**config.mk**
```make
export PLATFORM = sky130hd
export DESIGN_NAME = relay_sequencer
export DESIGN_NICKNAME = d
export VERILOG_FILES = /design/src/rtl/relay_pkg.sv /design/src/rtl/relay_pulse_edge.sv /design/src/rtl/relay_sequencer.sv
export SDC_FILE = /design/constraint.sdc
export NUM_CORES = 1
export LEC_CHECK = 0
export CAP_MARGIN = 20
export CELL_PAD_IN_SITES_DETAIL_PLACEMENT = 0
export CELL_PAD_IN_SITES_GLOBAL_PLACEMENT = 2
export CORE_MARGIN = 3
export CORE_UTILIZATION = 28
export DETAILED_ROUTE_END_ITERATION = 12
export PLACE_DENSITY_LB_ADDON = 0.1
export SYNTH_ARGS = -nofsm -noshare
export SYNTH_HDL_FRONTEND = slang
export SYNTH_SLANG_ARGS = --single-unit
```
**constraint.sdc**
```tcl
create_clock -name clock -period 3.15 [get_ports clock]
set_input_delay 0.63 -clock clock [delete_from_list [all_inputs] [get_ports clock]]
set_output_delay 0.63 -clock clock [all_outputs]
set_load 0.03 [all_outputs]
```
**src/rtl/relay_pkg.sv**
```systemverilog
// Shared definitions for the relay instruction sequencer: abort codes and
// the mapping from abort code to instruction length in steps.
package relay_pkg;

   typedef logic [2:0] abort_code_t;

   localparam abort_code_t ABORT_NONE = 3'd0;
   localparam abort_code_t ABORT_8    = 3'd1;
   localparam abort_code_t ABORT_10   = 3'd2;
   localparam abort_code_t ABORT_12   = 3'd3;
   localparam abort_code_t ABORT_14   = 3'd4;

   // Reserved codes fall back to the full instruction length; short limits
   // are clamped so a small max_steps can never be overrun.
   function automatic int unsigned abort_limit(abort_code_t code, int unsigned max_steps = 24);
      int unsigned lim;
      case (code)
         ABORT_8:  lim = 8;
         ABORT_10: lim = 10;
         ABORT_12: lim = 12;
         ABORT_14: lim = 14;
         default:  lim = max_steps;
      endcase
      if (lim > max_steps) lim = max_steps;
      return lim;
   endfunction

endpackage

```
**src/rtl/relay_pulse_edge.sv**
```systemverilog
// Single-bit rising-edge detector with a gating enable, for consumers of
// the relay clock pulse train.
module relay_pulse_edge (
   input  logic clock,
   input  logic reset,
   input  logic en,
   input  logic d,
   output logic rise
);

   logic d_q;

   // d_q follows d even while disabled, so a level already high when the
   // enable returns is not mistaken for a new edge.
   always_ff @(posedge clock) begin
      if (reset) d_q <= 1'b0;
      else       d_q <= d;
   end

   assign rise = en & d & ~d_q;

endmodule

```
**src/rtl/relay_sequencer.sv**
```systemverilog
// Instruction step sequencer: one step per relay clock pulse edge, wrapping
// at the length selected by the decoder's abort code.
module relay_sequencer
   import relay_pkg::*;
#(
   parameter int NUM_STEPS   = 24,
   parameter int FETCH_STEPS = 8,
   parameter int STEP_W      = 5
) (
   input  logic                 clock,
   input  logic                 reset,
   input  logic                 power,
   input  logic                 clock_pulse,
   input  abort_code_t          abort_code,
   output logic [NUM_STEPS-1:0] step_onehot,
   output logic [STEP_W-1:0]    step_num,
   output logic                 fetch_phase,
   output logic                 instr_done
);

   localparam logic [STEP_W-1:0] STEP_ONE   = STEP_W'(1);
   localparam logic [STEP_W-1:0] FETCH_LAST = STEP_W'(FETCH_STEPS);

   logic              advance;
   logic [STEP_W-1:0] limit;
   logic [STEP_W-1:0] next_step;
   logic              next_done;

   relay_pulse_edge u_edge (
      .clock (clock),
      .reset (reset),
      .en    (power),
      .d     (clock_pulse),
      .rise  (advance)
   );

   assign limit = STEP_W'(abort_limit(abort_code, NUM_STEPS));

   // >= rather than == so a limit lowered mid-instruction wraps immediately.
   always_comb begin
      next_step = step_num;
      next_done = 1'b0;
      if (!power) begin
         next_step = STEP_ONE;
      end else if (advance) begin
         if (step_num >= limit) begin
            next_step = STEP_ONE;
            next_done = 1'b1;
         end else begin
            next_step = step_num + STEP_ONE;
         end
      end
   end

   // All outputs derive from next_step in the same edge so they never disagree.
   always_ff @(posedge clock) begin
      if (reset) begin
         step_num    <= STEP_ONE;
         step_onehot <= NUM_STEPS'(1);
         fetch_phase <= 1'b1;
         instr_done  <= 1'b0;
      end else begin
         step_num    <= next_step;
         step_onehot <= NUM_STEPS'(1) << (next_step - STEP_ONE);
         fetch_phase <= (next_step <= FETCH_LAST);
         instr_done  <= next_done;
      end
   end

endmodule

```
==> flow_summary.toml <==
[outcome]
status = "finished, final reports clean"

[place]
hpwl_um = 2419
placed_cells = 225
port_buffers = 37
pre_cts_slack_ns = 0.06449
routabilityCongestion = 0.7329

[clock_tree]
clock_sinks = 32
clk_path_buf_depth = 2
cts-root-buf = "clkbuf_8"
path_clk_slew_ns = 0.07
postCtsHoldBufs = 0
htree_levels = 2
clk_latency_ns = 0.28
numCtsBuffers = 5
post_cts_buffers = 0
cts_tree = "built"
ctsResizeCount = 0

[global_route]
grt_remaining_overflow = 0
grt_use_total_pct = 12.38
grt_pass1_wl_um = 5223
grt_pass1_vias = 1163
antenna_found_initial = 0
grt_max_degree = 16

[sta]
fmax_mhz = 360.5
hold_viol_final = 0
rsz0062_at_grt = "false"
finalSetupViolCount = 0
report.final.slew_viol_count = 0
fin_ws_ns = 0.3757
fin_crit_ns = 2.774
maxSlewHeadroom_pct = 65.76
fin_tns_setup_ns = 0
skew_ns = 0.006609
finalCritPeriodShare_pct = 88.07
tightest_slew_ns = 0.5118

[yosys]
synth_seq_cells = 32
synth_edf_count = 0
yosysWarnings = 0
synth_area_sq_um = 1318
yosysMostFrequentCell = "dfxtp_1"
seq_area_frac_synth_pct = 48.62
synth-async-reset-ratio_pct = 0
synth_cells = 131
synth_nets = 142
synth_common_cells = "dfxtp_1 (32), nor2_1 (17), nand3_1 (8)"
synth.largest_area_cell = "dfxtp_1"
synth_cell_types = 40
syn_avg_cell_area_sq_um = 10.06
synth_flop_cell = "dfxtp_1"
synth.top_cells.by_area = "dfxtp_1 (49%), nor2_1 (4.8%), ha_1 (3.8%)"
synth_top_area_share_pct = 48.62

[drt]
wl_per_cell_um = 13.39
first_iter_violations = 45
antenna_left = 0
first_pass_iters = 4
vias = 1118
routed_via_density = 4.798
wl_um = 3119
drc = 0

[setup_path]
cp-end-kind = "flop"
critPathArrivalTime_ns = 2.93
startpoint_type = "primary input"
critical_path_required_ns = 3.31
crit_type = "in -> reg"
crit_fanout = 8
worstRegToRegCells = 8

[floorplanning]
die_h_um = 74.60
initial_core_util_pct = 29.65
dieArea_sq_um = 5564
fp.coreArea_sq_um = 4444
die_x_um = 74.60
top_level_ports = 38
row_count = 24

[cells_and_area]
antenna_cells = 0
area_growth_pct = 44.63
stdcell_count = 233
layout-drive-gt1-share_pct = 14.92
multi_input_area_sq_um = 650.6
final_nets = 191
n_fill_cell = 437
register_area_sq_um = 640.6
fin_util_pct = 42.88

[power]
p_leak_nw = 0.6838
powerDensity_nw_per_um2 = 464.9
finalPower_mw = 0.8859
irDropWorstVdd_mv = 0.1593

[hold_path]
hold_depth = 3
hold_path.class = "reg -> reg"

[flow_run]
cap_viol_max_count = 0
==> layout by cell type (no fill, tap or decap), drive strengths merged, types with 2 or more instances in the layout <==
| cell | n |
|---|---|
| clkdlybuf4s50 | 37 |
| dfxtp | 32 |
| nor2 | 18 |
| nand3 | 8 |
| buf | 8 |
| nor3 | 7 |
| nand2 | 6 |
| nand2b | 6 |
| nor4 | 6 |
| clkbuf | 6 |
| ha | 4 |
| inv | 3 |
| nor2b | 3 |
| nand3b | 3 |
| xor2 | 3 |
| xnor2 | 3 |
| and2 | 2 |
| a21o | 2 |
| nor3b | 2 |
| a211oi | 2 |
| a21oi | 2 |
| o211ai | 2 |
| o21ai | 2 |
==> path summary, 6_finish.rpt <==
path	from	endpoint	slack, ns
worst max-delay path	abort_code[1]	step_onehot[18]	0.38
worst min-delay path	u_edge.d_q	instr_done	0.72
worst max register to register	step_num[1]	step_onehot[2]	0.99
worst min register to register	u_edge.d_q	instr_done	0.72
==> power breakdown <==
part,internal [mW],switching [mW],total [mW]
clock,0.234,0.148,0.383
sequential,0.409,0.00394,0.413
combinational,0.0393,0.0505,0.0897
==> flip-flops by register name (all words and copies together), names as in the netlist <==
| signal | count |
|---|---|
| fetch_phase | 1 |
| u_edge.d_q | 1 |
| instr_done | 1 |
| step_num | 5 |
| step_onehot | 24 |
==> worst max-delay path: stages <==
cell and delay (ns):
clkdlybuf4s50_1 0.45, nor2_1 0.17, a21oi_1 0.09, ha_1 0.27, o211ai_1 0.20, a31o_2 0.21
a21oi_2 0.12, o211ai_4 0.33, mux2i_2 0.38, nor2_1 0.09
==> metal layers <==
metal / track usage [%] / routed length, um
met3: 3.243 / 149
met2: 20.10 / 1430
met4: 6.324 / 77
met1: 15.02 / 1462
met5: 0 / 0
==> layout make-up <==
| class | instances | area share [%] |
|---|---|---|
| multi-input cells | 93 | 34.14 |
| flip-flops and latches | 32 | 33.62 |
| repair buffers | 45 | 22.59 |
| clock buffers | 6 | 3.808 |
| well taps | 52 | 3.414 |
| clock inverters | 2 | 1.838 |
| inverters | 3 | 0.5909 |
==> cells by family after synthesis <==
logic type               after synthesis  synth area share (%)
AND/OR/NAND/NOR                       64                 26.97
flip-flops                            32                 48.62
AO/OA/AOI/OAI                         18                 13.01
XOR/XNOR                               6                 4.559
buffers and inverters                  6                 1.995
adder cells (fa/ha/maj)                4                 3.799
multiplexers                           1                 1.044
==> stage by stage <==
stage	hold WS [ns]	area, sq um
after CTS	0.7081	1906
final	0.7207	1906
after global routing	0.7649	1906
after floorplan	0.6542	1318
after detailed placement	0.7011	1798
after global placement	0.7063	1798
(Power assumes the default switching activity.)
